===== src/rtl/mult_div_unit.sv =====
// ---------------------------------------------------------------------------
// mult_div_unit
//   Multicycle signed multiply / divide engine for the HI/LO register pair.
//   Multiply uses radix-2 Booth recoding. Divide is restoring division on
//   operand magnitudes, followed by a sign fix-up.
//
// Ports
//   clock    : system clock, rising edge
//   reset    : asynchronous, active-high, clears all state
//   MultCtrl : start signed multiply (sampled only while idle, wins over DivCtrl)
//   DivCtrl  : start signed divide (sampled only while idle)
//   OpA      : multiplicand / dividend, latched on the start edge
//   OpB      : multiplier / divisor, latched on the start edge
//   HIOut    : multiply upper half / divide remainder
//   LOOut    : multiply lower half / divide quotient
//   Busy     : high while iterating
//   Done     : one-cycle pulse in the cycle HIOut/LOOut become valid
//   DivZero  : one-cycle pulse (together with Done) for a zero divisor
// ---------------------------------------------------------------------------
module mult_div_unit #(
    parameter int WIDTH = 32
) (
    input  logic             clock,
    input  logic             reset,
    input  logic             MultCtrl,
    input  logic             DivCtrl,
    input  logic [WIDTH-1:0] OpA,
    input  logic [WIDTH-1:0] OpB,
    output logic [WIDTH-1:0] HIOut,
    output logic [WIDTH-1:0] LOOut,
    output logic             Busy,
    output logic             Done,
    output logic             DivZero
);

    localparam int CW = $clog2(WIDTH + 1);

    typedef enum logic [1:0] {
        S_IDLE,
        S_MULT,
        S_DIV,
        S_FINISH
    } state_t;

    state_t             state_q, state_d;
    logic [CW-1:0]      cnt_q, cnt_d;
    logic [WIDTH-1:0]   a_q, a_d;
    logic [WIDTH-1:0]   b_q, b_d;
    // Booth accumulator {P_hi, P_lo, q-1}
    logic [2*WIDTH:0]   acc_q, acc_d;
    // Restoring divider: partial remainder, dividend/quotient shift register, divisor magnitude
    logic [WIDTH-1:0]   rem_q, rem_d;
    logic [WIDTH-1:0]   quo_q, quo_d;
    logic [WIDTH-1:0]   dsr_q, dsr_d;
    logic [WIDTH-1:0]   hi_q, hi_d;
    logic [WIDTH-1:0]   lo_q, lo_d;
    logic               dz_q, dz_d;

    function automatic logic [WIDTH-1:0] mag(input logic [WIDTH-1:0] x);
        // INT_MIN maps to 2^(WIDTH-1), which is correct as an unsigned magnitude
        return x[WIDTH-1] ? ({WIDTH{1'b0}} - x) : x;
    endfunction

    // ---------------- Booth step ----------------
    logic [WIDTH:0]   m_hi_ext;
    logic [WIDTH:0]   m_a_ext;
    logic [WIDTH:0]   m_sum;
    logic [2*WIDTH:0] m_shift;

    always_comb begin
        // Sign-extend to WIDTH+1 bits so an overflowing add keeps its true sign
        m_hi_ext = {acc_q[2*WIDTH], acc_q[2*WIDTH:WIDTH+1]};
        m_a_ext  = {a_q[WIDTH-1], a_q};
        case (acc_q[1:0])
            2'b01:   m_sum = m_hi_ext + m_a_ext;
            2'b10:   m_sum = m_hi_ext - m_a_ext;
            default: m_sum = m_hi_ext;
        endcase
        // Arithmetic shift right of {sum, P_lo, q-1}: the old q-1 falls off and
        // the extra sign bit of the sum becomes the new top bit.
        m_shift = {m_sum, acc_q[WIDTH:1]};
    end

    // ---------------- Restoring divide step ----------------
    logic [WIDTH:0]   d_shift;
    logic [WIDTH-1:0] d_trial;
    logic             d_ge;

    always_comb begin
        d_shift = {rem_q, quo_q[WIDTH-1]};
        d_ge    = (d_shift >= {1'b0, dsr_q});
        // Only used when d_ge holds, so the difference is below dsr and fits WIDTH bits
        d_trial = d_shift[WIDTH-1:0] - dsr_q;
    end

    // ---------------- Next-state logic ----------------
    always_comb begin
        state_d = state_q;
        cnt_d   = cnt_q;
        a_d     = a_q;
        b_d     = b_q;
        acc_d   = acc_q;
        rem_d   = rem_q;
        quo_d   = quo_q;
        dsr_d   = dsr_q;
        hi_d    = hi_q;
        lo_d    = lo_q;
        dz_d    = dz_q;

        case (state_q)
            S_IDLE: begin
                if (MultCtrl) begin
                    a_d     = OpA;
                    b_d     = OpB;
                    acc_d   = {{WIDTH{1'b0}}, OpB, 1'b0};
                    cnt_d   = '0;
                    dz_d    = 1'b0;
                    state_d = S_MULT;
                end else if (DivCtrl) begin
                    a_d     = OpA;
                    b_d     = OpB;
                    rem_d   = '0;
                    quo_d   = mag(OpA);
                    dsr_d   = mag(OpB);
                    cnt_d   = '0;
                    dz_d    = 1'b0;
                    state_d = S_DIV;
                end
            end

            S_MULT: begin
                if (cnt_q != CW'(WIDTH)) begin
                    acc_d = m_shift;
                    cnt_d = cnt_q + 1'b1;
                end else begin
                    hi_d    = acc_q[2*WIDTH:WIDTH+1];
                    lo_d    = acc_q[WIDTH:1];
                    state_d = S_FINISH;
                end
            end

            S_DIV: begin
                if (b_q == '0) begin
                    // Zero divisor: report and leave HI/LO untouched
                    dz_d    = 1'b1;
                    state_d = S_FINISH;
                end else if (cnt_q != CW'(WIDTH)) begin
                    rem_d = d_ge ? d_trial : d_shift[WIDTH-1:0];
                    quo_d = {quo_q[WIDTH-2:0], d_ge};
                    cnt_d = cnt_q + 1'b1;
                end else begin
                    lo_d    = (a_q[WIDTH-1] ^ b_q[WIDTH-1]) ? ({WIDTH{1'b0}} - quo_q) : quo_q;
                    hi_d    = a_q[WIDTH-1] ? ({WIDTH{1'b0}} - rem_q) : rem_q;
                    state_d = S_FINISH;
                end
            end

            default: begin
                dz_d    = 1'b0;
                state_d = S_IDLE;
            end
        endcase
    end

    always_ff @(posedge clock or posedge reset) begin
        if (reset) begin
            state_q <= S_IDLE;
            cnt_q   <= '0;
            a_q     <= '0;
            b_q     <= '0;
            acc_q   <= '0;
            rem_q   <= '0;
            quo_q   <= '0;
            dsr_q   <= '0;
            hi_q    <= '0;
            lo_q    <= '0;
            dz_q    <= 1'b0;
        end else begin
            state_q <= state_d;
            cnt_q   <= cnt_d;
            a_q     <= a_d;
            b_q     <= b_d;
            acc_q   <= acc_d;
            rem_q   <= rem_d;
            quo_q   <= quo_d;
            dsr_q   <= dsr_d;
            hi_q    <= hi_d;
            lo_q    <= lo_d;
            dz_q    <= dz_d;
        end
    end

    // Busy covers only the cycles followed by an iteration edge; the final
    // result-load cycle and the zero-divisor cycle are excluded.
    assign Busy    = ((state_q == S_MULT) || ((state_q == S_DIV) && (b_q != '0)))
                     && (cnt_q != CW'(WIDTH));
    assign Done    = (state_q == S_FINISH);
    assign DivZero = (state_q == S_FINISH) && dz_q;
    assign HIOut   = hi_q;
    assign LOOut   = lo_q;

endmodule


===== config.mk =====
export PLATFORM = sky130hd
export DESIGN_NAME = mult_div_unit
export DESIGN_NICKNAME = d
export VERILOG_FILES = /design/src/rtl/mult_div_unit.sv
export SDC_FILE = /design/constraint.sdc
export NUM_CORES = 1
export LEC_CHECK = 0
export BUFFER_PORTS_ARGS = -buffer_cell sky130_fd_sc_hd__buf_4
export CAP_MARGIN = 20
export CORE_MARGIN = 8
export CORE_UTILIZATION = 55
export CTS_CLUSTER_DIAMETER = 50
export DETAILED_ROUTE_END_ITERATION = 16
export GPL_TIMING_DRIVEN = 0
export PLACE_DENSITY = 0.77
export SLEW_MARGIN = 10
export SYNTH_ARGS = -nofsm -noshare
export SYNTH_HDL_FRONTEND = slang
export SYNTH_SLANG_ARGS = --single-unit

===== constraint.sdc =====
create_clock -name clock -period 8.64 [get_ports clock]
set_input_delay 0.432 -clock clock [delete_from_list [all_inputs] [get_ports clock]]
set_output_delay 0.432 -clock clock [all_outputs]
set_load 0.1 [all_outputs]

* Word-level counts from Yosys, hierarchy flattened *
Index checks and enable logic that the tools add are counted.

operators by class
  $add $sub $neg = 8
  multipliers = 0
  div/mod/pow operators = 0
  $lt $le $gt $ge = 1
  equality and inequality tests = 17
  shift operators = 0
  mux-type cells = 45
  bitwise gates (word level) = 3
  reductions and logical operators = 20

operators by type and width
  operator                 number
  $mux W32                 23
  $pmux W32 S2             4
  $mux W65                 2
  $pmux W65 S2             1
  $sub A1 B32 Y32 const A  4
  $pmux W33 S2             1
  $add A32 B32 Y33         1
  $ge A33 B32 Y1           1
  $sub A32 B32 Y33         1
  $logic_not A32 Y1        1
  $reduce_bool A32 Y1      1
  $sub A32 B32 Y32         1
  $mux W6                  4
  $ne A2 B2 Y1 const B     9
  $pmux W6 S3              1
  $reduce_and A3 Y1        4
  $mux W2                  4
  $reduce_and A4 Y1        2
  $reduce_bool A2 Y1       4
  $add A6 B1 Y6 const B    1
  $eq A2 B2 Y1 const B     3
  $ne A6 B6 Y1 const B     1
  $pmux W2 S3              1
  $reduce_and A5 Y1        1
  12 further kinds         18

word-level totals
  bits in registers = 298
  bits in latches = 0
  memory bits (writable) = 0
  memory bits (read-only) = 0
  input bits = 68
  memories kept = 0

* Logic depth before layout (Yosys ltp) *
Gate-level depths: netlist of run 1.

  depth after elaboration = 5
  gate-level depth with buffers = 18
  gate-level depth less buffers = 18

* Worst setup path after synthesis of run 1 *
OpenSTA, ideal clock, no wires.

  kind = register -> register
  start point = register a_q[2]
  end point = register acc_q[63]
  library setup time = 0.083 ns
  arrival time = 3.719 ns
  setup slack = 4.838 ns
  stages on the path, launching flop included = 19
  cells stage by stage = dfrtp_1 nor3_1 nand2_1 nor4_1 and2_1 nand2_1 nor3b_1 and3b_1 a21oi_1 xnor2_1 ha_1 and3_1 and2_1 a21oi_1 o211ai_1 nor4_1 o31ai_1 xnor2_1 o21ai_0

on the way
  word-level cells in the longest chain between the ends = 4

RTL lines
  item                                                  line    source
  from (decl)                                           47      logic [WIDTH-1:0] a_q, a_d;
  from (signal assigned)                                169     a_q <= '0;
  from (signal assigned)                                181     a_q <= a_d;
  $sub A32 B32 Y33 or $add A32 B32 Y33 (tied branches)  76, 75
  $pmux W33 S2 *                                        74      case (acc_q[1:0])
  $mux W65 *                                            132     if (cnt_q != CW'(WIDTH)) begin
  $pmux W65 S2 *                                        110     case (state_q)
  to (signal assigned)                                  171     acc_q <= '0;
  to (signal assigned)                                  183     acc_q <= acc_d;
  to (decl)                                             50      logic [2*WIDTH:0] acc_q, acc_d;

Mark *: on every way between the ends. The rest lies on a longest branch, timed or not. The select of a mux whose other input is x is not followed.
A chain may end at the register's enable or synchronous reset.

* Final worst setup path of run 1 *
Same ends and word-level chain as after synthesis.

==> flow_summary_export.csv, run 1 <==
group,metric,value,unit
floorplan,io_pins,135,
timing,hold_viol_final,0,
worst_hold_path,hold_class,"input port to register",
timing,rsz0062_at_grt,"false",
cts,worstSkewPairLatency,0.58,ns
cts,cts_root_buffer,"clkbuf_16",
setup_path,path_class,"register to register",
logic_synthesis,synth-simple-area-share,0.1692,
cts,post_cts_buffers,0,
cts,cts_made_buffers,43,
place,dp_hpwl,50280,um
setup_path,arrival,5.45,ns
floorplan,core_area,0.03514,mm2
global_route,grt_max_degree,40,
power,peakVddDrop,0.3602,mV
flow_run,cap_violations,0,
detailed_routing,top_layer_used,"met4",
cts,clk_path_buf_depth,3,
global_route,antenna_found_initial,0,
timing,setup_tns,0,ns
floorplan,initial_utilization,0.5526,
setup_path,cp_max_fo,6,
timing,relSlewSlack,0.3743,
detailed_routing,wl_per_cell,21.52,um
logic_synthesis,ys_seq_area_frac,0.3841,
detailed_routing,drc,0,
logic_synthesis,synth.distinct_cells,68,
setup_path,required,9.12,ns
status,status,"finished clean",
detailed_routing,wl_met2,30010,um
setup_path,max_stage_delay,0.55,ns
logic_synthesis,syn_area_per_cell,8.475,um2
logic_synthesis,synth_top_area_share,0.3841,
logic_synthesis,synth_nets,2438,
cts,tritoncts,"built",
place,finalWeightedCongestion,0.9355,
final_layout,antenna_cells,0,
timing,fmax,201.3,MHz
logic_synthesis,yosysTopAreaCell,"dfrtp_1",
cts,clk_pin_slew,0.06,ns
place,io_buffer_count,134,
power,power_density,457.6,mW/mm2
global_route,grt_pass1_wl,100300,um
setup_path,endpoint_kind,"register",
floorplan,rows,69,
place,dpl_cell_area,0.02120,mm2
floorplan,die_y,203.9,um
place,place_ws,3.838,ns
logic_synthesis,synth_top_family_by_area,"compound AO/OA/AOI/OAI gates",
cts,cts_num_sinks,298,
logic_synthesis,ys.flop_type,"dfrtp_1",
logic_synthesis,netlist_area,0.01942,mm2
global_route,grt.overflow.total,0,
final_layout,stdcell_area,0.02259,mm2
power,p_leak,10.10,nW
detailed_routing,met1_length,27110,um
timing,finalSetupViolCount,0,
setup_path,cp-start-kind,"register",
detailed_routing,drt-initial-drc-count,1730,
logic_synthesis,ys_async_sr_fraction,1.000,
logic_synthesis,ys_top_cells_by_area,"dfrtp_1 (38%), o21ai_0 (7.3%), nand2_1 (6.0%)",
setup_path,cp_slowest_cell,"nor4_1",
final_layout,layout-drive-gt1-share,0.1234,
timing,period_needed,4.968,ns
logic_synthesis,synth_edf_count,0,
final_layout,nets,2628,
detailed_routing,antenna_left,0,
detailed_routing,met3_length,4406,um
timing,finalWorstSetupSlack,3.672,ns
detailed_routing,drt-pass1-iter-count,5,
logic_synthesis,syn_inst,2291,
logic_synthesis,synth_xor_area_frac,0.09112,
global_route,grt_usage,0.3040,
global_route,grt_pass1_vias,17890,
cts,cts_htree_levels,2,
timing,worst_pin_slew,0.9322,ns
final_layout,syn_to_final_growth,16.34,%
detailed_routing,drt_wl_total,63970,um
timing,fin_worst_skew,0.02608,ns
setup_path,worstPathCellList,"nor3_1 -> nand2_1 -> nor4_1 -> and2_1 -> nand2_1 -> nor3b_1 -> and3b_1 -> a21oi_1 -> xnor2_1 -> ha_1 -> and3_1 -> and2_1 -> a21oi_1 -> o211ai_1 -> nor4_1 -> o31ai_1 -> xnor2_1 -> o21ai_0",
timing,drv_slew,0,
logic_synthesis,synthMuxAreaShare,0.05922,
logic_synthesis,ys_ff_latch,298,
detailed_routing,vias_per_cell,6.103,
logic_synthesis,synthAdderAreaFrac,0.05168,
logic_synthesis,ys.warnings.count,0,
floorplan,die-area,0.04157,mm2
final_layout,final_util,0.6428,
floorplan,die_width,203.9,um
timing,finalCritPeriodShare,0.5750,
detailed_routing,vias,18140,
logic_synthesis,synth-compound-area-share,0.2058,
## metrics by stage
stage / power [mW] / cells / hold slack (ns)
after detailed placement: 8.503 / 2896 / 0.4172
after global placement: 8.337 / 2886 / 0.4648
after global routing: 11.00 / 2973 / 0.09041
after CTS: 10.26 / 2973 / 0.06796
after floorplan: 6.870 / 2291 / 0.4380
final: 10.34 / 2973 / 0.1068
## repair_timing
item	CTS	global route
hold endpoints to repair	10	0
resized for setup	0	0
hold buffers	1	0
setup endpoints to repair	0	0
## layer usage
metal	vias to the layer above	global-route usage
met5	-	0
met4	0	0.1186
met3	146	0.05120
met2	695	0.4946
met1	8844	0.4014
li1	8458	-
## worst paths after layout
check / cells past startpoint / from / to / slack, ns
hold / removal: 2 / DivCtrl / state_q[1] / 0.11
setup reg to reg: 18 / a_q[2] / acc_q[63] / 3.67
hold reg to reg: 2 / HIOut[19] / HIOut[19] / 0.48
max in group asynchronous: 6 / reset / LOOut[22] / 7.19
setup / recovery: 18 / a_q[2] / acc_q[63] / 3.67
min in group asynchronous: 3 / reset / HIOut[25] / 0.40
## synth_stat cells, drive strengths merged (12+ instances only)
cell and n:
nand2 311, a21o 28, nor4 26, a31oi 36, dfrtp 298, or3 18
inv 83, xor2 109, buf 18, ha 77, a21oi 212, clkbuf 98
o21ai 286, o31ai 30, mux2 63, nand2b 43, nand3 25, o41ai 18
nand4 14, nor3 28, xnor2 93, nor2 191, a32oi 12, mux2i 44
## registers in the layout (all words and copies together), names as in the netlist
name and count:
dsr_q 32, acc_q 65, HIOut 32, cnt_q 6, LOOut 32, a_q 32, rem_q 32, state_q 2
dz_q 1, quo_q 32, b_q 32
## layout by cell type (no fill, tap or decap), types with 8 or more instances in the layout
cell and n:
mux2_2 63, nor3b_1 10, o21ai_0 282, or4_1 8, nor2b_1 8, clkbuf_16 44
inv_1 80, dfrtp_1 298, o31ai_1 28, a21oi_1 212, o41ai_1 16, mux2i_1 44
nand3_1 25, buf_12 8, nand2b_1 40, a22o_1 8, or2_2 8, a21o_1 28
nand4_1 14, a31oi_1 36, o211ai_1 9, buf_1 16, a32oi_1 12, xnor2_1 93
clkbuf_1 104, or3_1 15, nor4_1 25, nor2_1 191, xor2_1 109, and2_1 10
buf_4 135, nor3_1 28, nand2_1 311, ha_1 77
## power breakdown
part / internal [mW] / total (mW) / switching (mW)
Sequential: 1.93 / 2.48 / 0.548
Clock: 1.01 / 1.71 / 0.708
Combinational: 2.21 / 6.14 / 3.93
## kinds of logic (layout without fill, tap and decap cells)
logic type / count (synthesis) / count (layout)
AND/OR/NAND/NOR: 719 / 719
AO/OA/AOI/OAI: 687 / 687
flip-flops: 298 / 298
XOR/XNOR: 202 / 202
buffers and inverters: 199 / 420
multiplexers: 107 / 107
adder cells (fa/ha/maj): 79 / 79
## cell type report
class / instances / area (um2)
well taps: 461 / 576.8
clock inverters: 19 / 160.2
plain buffers: 116 / 444.2
inverters: 83 / 315.3
fillers: 3016 / 12550
flip-flops and latches: 298 / 7457
multi-input cells: 1794 / 11200
clock buffers: 57 / 1220
repair buffers: 145 / 1211
## critical path: cells and delay by family (launching register included)
family / cells / cell delay (ns)
simple gates: 10 / 2.94
compound gates: 5 / 0.81
flops: 1 / 0.43
xor+xnor: 2 / 0.37
fa+ha+maj: 1 / 0.32
No activity file was read; power rests on OpenSTA's default activity.
==> run 2, diff against run 1 <==
- ABC_AREA: not set -> 1
- PLACE_DENSITY: 0.77 -> 0.73
- clock period: 8.64 -> 5.1 ns (I/O delays scaled with it)
==> run 2 against run 1 <==
Hold slack worse by 0.10 ns; total power up 110%; setup slack worse by 2.5 ns; fmax up 26%; via count up 37%; core utilization up 0.50 points; final area up 16%; critical endpoint is now acc_q[53]; largest cell class unchanged.
==> flow_summary_export.csv, run 2 <==
group,metric,value,unit
status,status,"finished clean",
final_layout,fin_cells,4326,
logic_synthesis,ys_seq_area_frac,0.3317,
power,switchingPower,11.95,mW
timing,period_needed,3.937,ns
timing,rsz0062_at_grt,"false",
floorplan,initial_utilization,0.5544,
place,io_buffer_count,130,
floorplan,die-area,0.04761,mm2
detailed_routing,drt-pass1-iter-count,8,
logic_synthesis,syn_area_per_cell,6.377,um2
place,dpl_cell_area,0.02429,mm2
detailed_routing,vias_per_cell,5.729,
logic_synthesis,yosysMostFrequentCell,"nand2_1",
final_layout,fillers,3763,
cts,cts_made_buffers,41,
final_layout,antenna_cells,0,
logic_synthesis,synth_nets,3673,
final_layout,nets,3911,
logic_synthesis,ys.flop_type,"dfrtp_1",
global_route,grt_pass1_wl,131000,um
timing,worst_pin_slew,0.9986,ns
setup_path,path_class,"register to register",
logic_synthesis,synth_edf_count,0,
logic_synthesis,synth_top_area_share,0.3317,
cts,clk_pin_slew,0.06,ns
detailed_routing,drt_wl_total,84760,um
final_layout,layout-drive-gt1-share,0.06958,
power,peakVddDrop,0.4929,mV
logic_synthesis,synth.distinct_cells,48,
timing,fin_worst_skew,0.02391,ns
final_layout,multi_input_area,0.01249,mm2
place,dp_hpwl,68110,um
setup_path,cp_max_fo,10,
global_route,grt_max_degree,42,
cts,cts_root_buffer,"clkbuf_16",
power,power_density,814.3,mW/mm2
cts,cts_num_sinks,298,
power,intPower,9.442,mW
logic_synthesis,ys_ff_latch,298,
cts,cts_hold_buffers,57,
timing,finalSetupViolCount,0,
logic_synthesis,ys.warnings.count,0,
final_layout,stdcell_area,0.02627,mm2
logic_synthesis,syn_inst,3526,
timing,finalCritPeriodShare,0.7720,
power,total_power,21.39,mW
power,p_seq_frac,0.189,
floorplan,die_y,218.2,um
final_layout,regArea,0.007457,mm2
power,p_clk_frac,0.140,
logic_synthesis,ys_top_cells_by_area,"dfrtp_1 (33%), nand2_1 (18%), inv_1 (8.8%)",
setup_path,cp-start-kind,"register",
place,placed_cells,4196,
power,p_leak,14.06,nW
logic_synthesis,synth.top_cells.by_count,"nand2_1 (1103), inv_1 (530), dfrtp_1 (298), nor2_1 (298), nand3_1 (292)",
setup_path,r2r_setup_slack,1.16,ns
floorplan,io_pins,135,
detailed_routing,vias,24790,
final_layout,largest-register,"acc_q",
timing,drv_slew,0,
global_route,grt_usage,0.3496,
final_layout,layout_commonest_cell,"nand2_1",
cts,cts_htree_levels,2,
place,finalWeightedCongestion,0.9931,
logic_synthesis,netlist_area,0.02248,mm2
cts,postCtsResizedCells,0,
timing,holdWs,0.004928,ns
final_layout,layout_common_cells,"nand2_1 (1103), inv_1 (529), dfrtp_1 (298), nor2_1 (298), nand3_1 (292)",
cts,tritoncts,"built",
final_layout,largest_reg_flops,65,
floorplan,core_area,0.04055,mm2
logic_synthesis,yosysTopAreaCell,"dfrtp_1",
logic_synthesis,ys_async_sr_fraction,1.000,
detailed_routing,drc,0,
cts,post_cts_buffers,0,
setup_path,arrival,4.41,ns
timing,fmax,254.0,MHz
final_layout,syn_to_final_growth,16.84,%
detailed_routing,drt-initial-drc-count,2852,
detailed_routing,wl_per_cell,19.59,um
global_route,grt.overflow.total,0,
power,power_frac_comb,0.671,
detailed_routing,antenna_left,0,
setup_path,endpoint_kind,"register",
cts,clk_path_buf_depth,3,
timing,relSlewSlack,0.3342,
flow_run,cap_violations,0,
floorplan,die_width,218.2,um
cts,worstSkewPairLatency,0.58,ns
global_route,grt_pass1_vias,23370,
timing,hold_viol_final,0,
global_route,antenna_found_initial,0,
setup_path,required,5.57,ns
worst_hold_path,hold_class,"input port to register",
power,switching_share,0.5587,
final_layout,final_util,0.6478,
floorplan,rows,74,
-- run 2: logic make-up after synthesis --
family          Yosys count  share of synthesized area
compound gates          572                     0.1370
buf+inv                 660                     0.1130
flops                   298                     0.3317
simple gates           1807                     0.3309
fa+ha+maj                79                    0.04463
xor+xnor                110                    0.04285
-- run 2: final timing paths --
check                      depth (start not counted)   endpoint      from
max                                               19  acc_q[53]  acc_q[0]
min                                                3    a_q[20]   OpA[20]
max reg2reg                                       19  acc_q[53]  acc_q[0]
min reg2reg                                        2   HIOut[7]  HIOut[7]
max in group asynchronous                          7    b_q[29]     reset
min in group asynchronous                          3  acc_q[60]     reset
-- run 2: final cells by class --
type	instances	area share
buffer	124	0.02015
multi-input combinational	2568	0.4753
timing repair buffer	195	0.06496
tap	532	0.02534
inverter	536	0.07673
sequential	298	0.2839
clock inverter	17	0.009097
clock buffer	56	0.04463
-- run 2: worst max-delay path, stage by stage (launching register included) --
cell and delay [ns]:
dfrtp_1 0.35, inv_1 0.07, ha_1 0.15, clkbuf_1 0.53, inv_1 0.32, clkbuf_1 0.32, nand2_1 0.15, xor2_1 0.15
inv_1 0.07, ha_1 0.34, nand2_1 0.13, nor2_1 0.29, and2_1 0.18, nand2_1 0.05, nand2_1 0.20, nand2_1 0.10
nand3_1 0.08, nand3_1 0.16, nand2_1 0.11, nand2_1 0.05
-- run 2: power by group through the flow --
stage | clock (mW) | combinational, mW | sequential [mW]
finish | 2.99 | 14.4 | 4.04
global route | 3.09 | 15.9 | 4.12
CTS | 2.99 | 14.0 | 4.00
detailed placement | 0 | 13.9 | 4.02
global placement | 0 | 13.6 | 4.00
floorplan | 0 | 10.1 | 3.73
-- run 2: stage by stage --
step	TNS (ns)	setup slack, ns
final	0	1.163
after global routing	0	0.8330
after CTS	0	1.224
after detailed placement	0	1.259
after global placement	-246.19	-0.8918
after floorplan	0	0.8859
-- run 2: metal layers --
layer	track usage	vias to the layer above	routed length (um)
met1	0.4723	11470	34670
met4	0.1652	0	4299
met2	0.5396	1368	37290
met5	0	-	0
met3	0.06249	225	8492
li1	-	11720	-
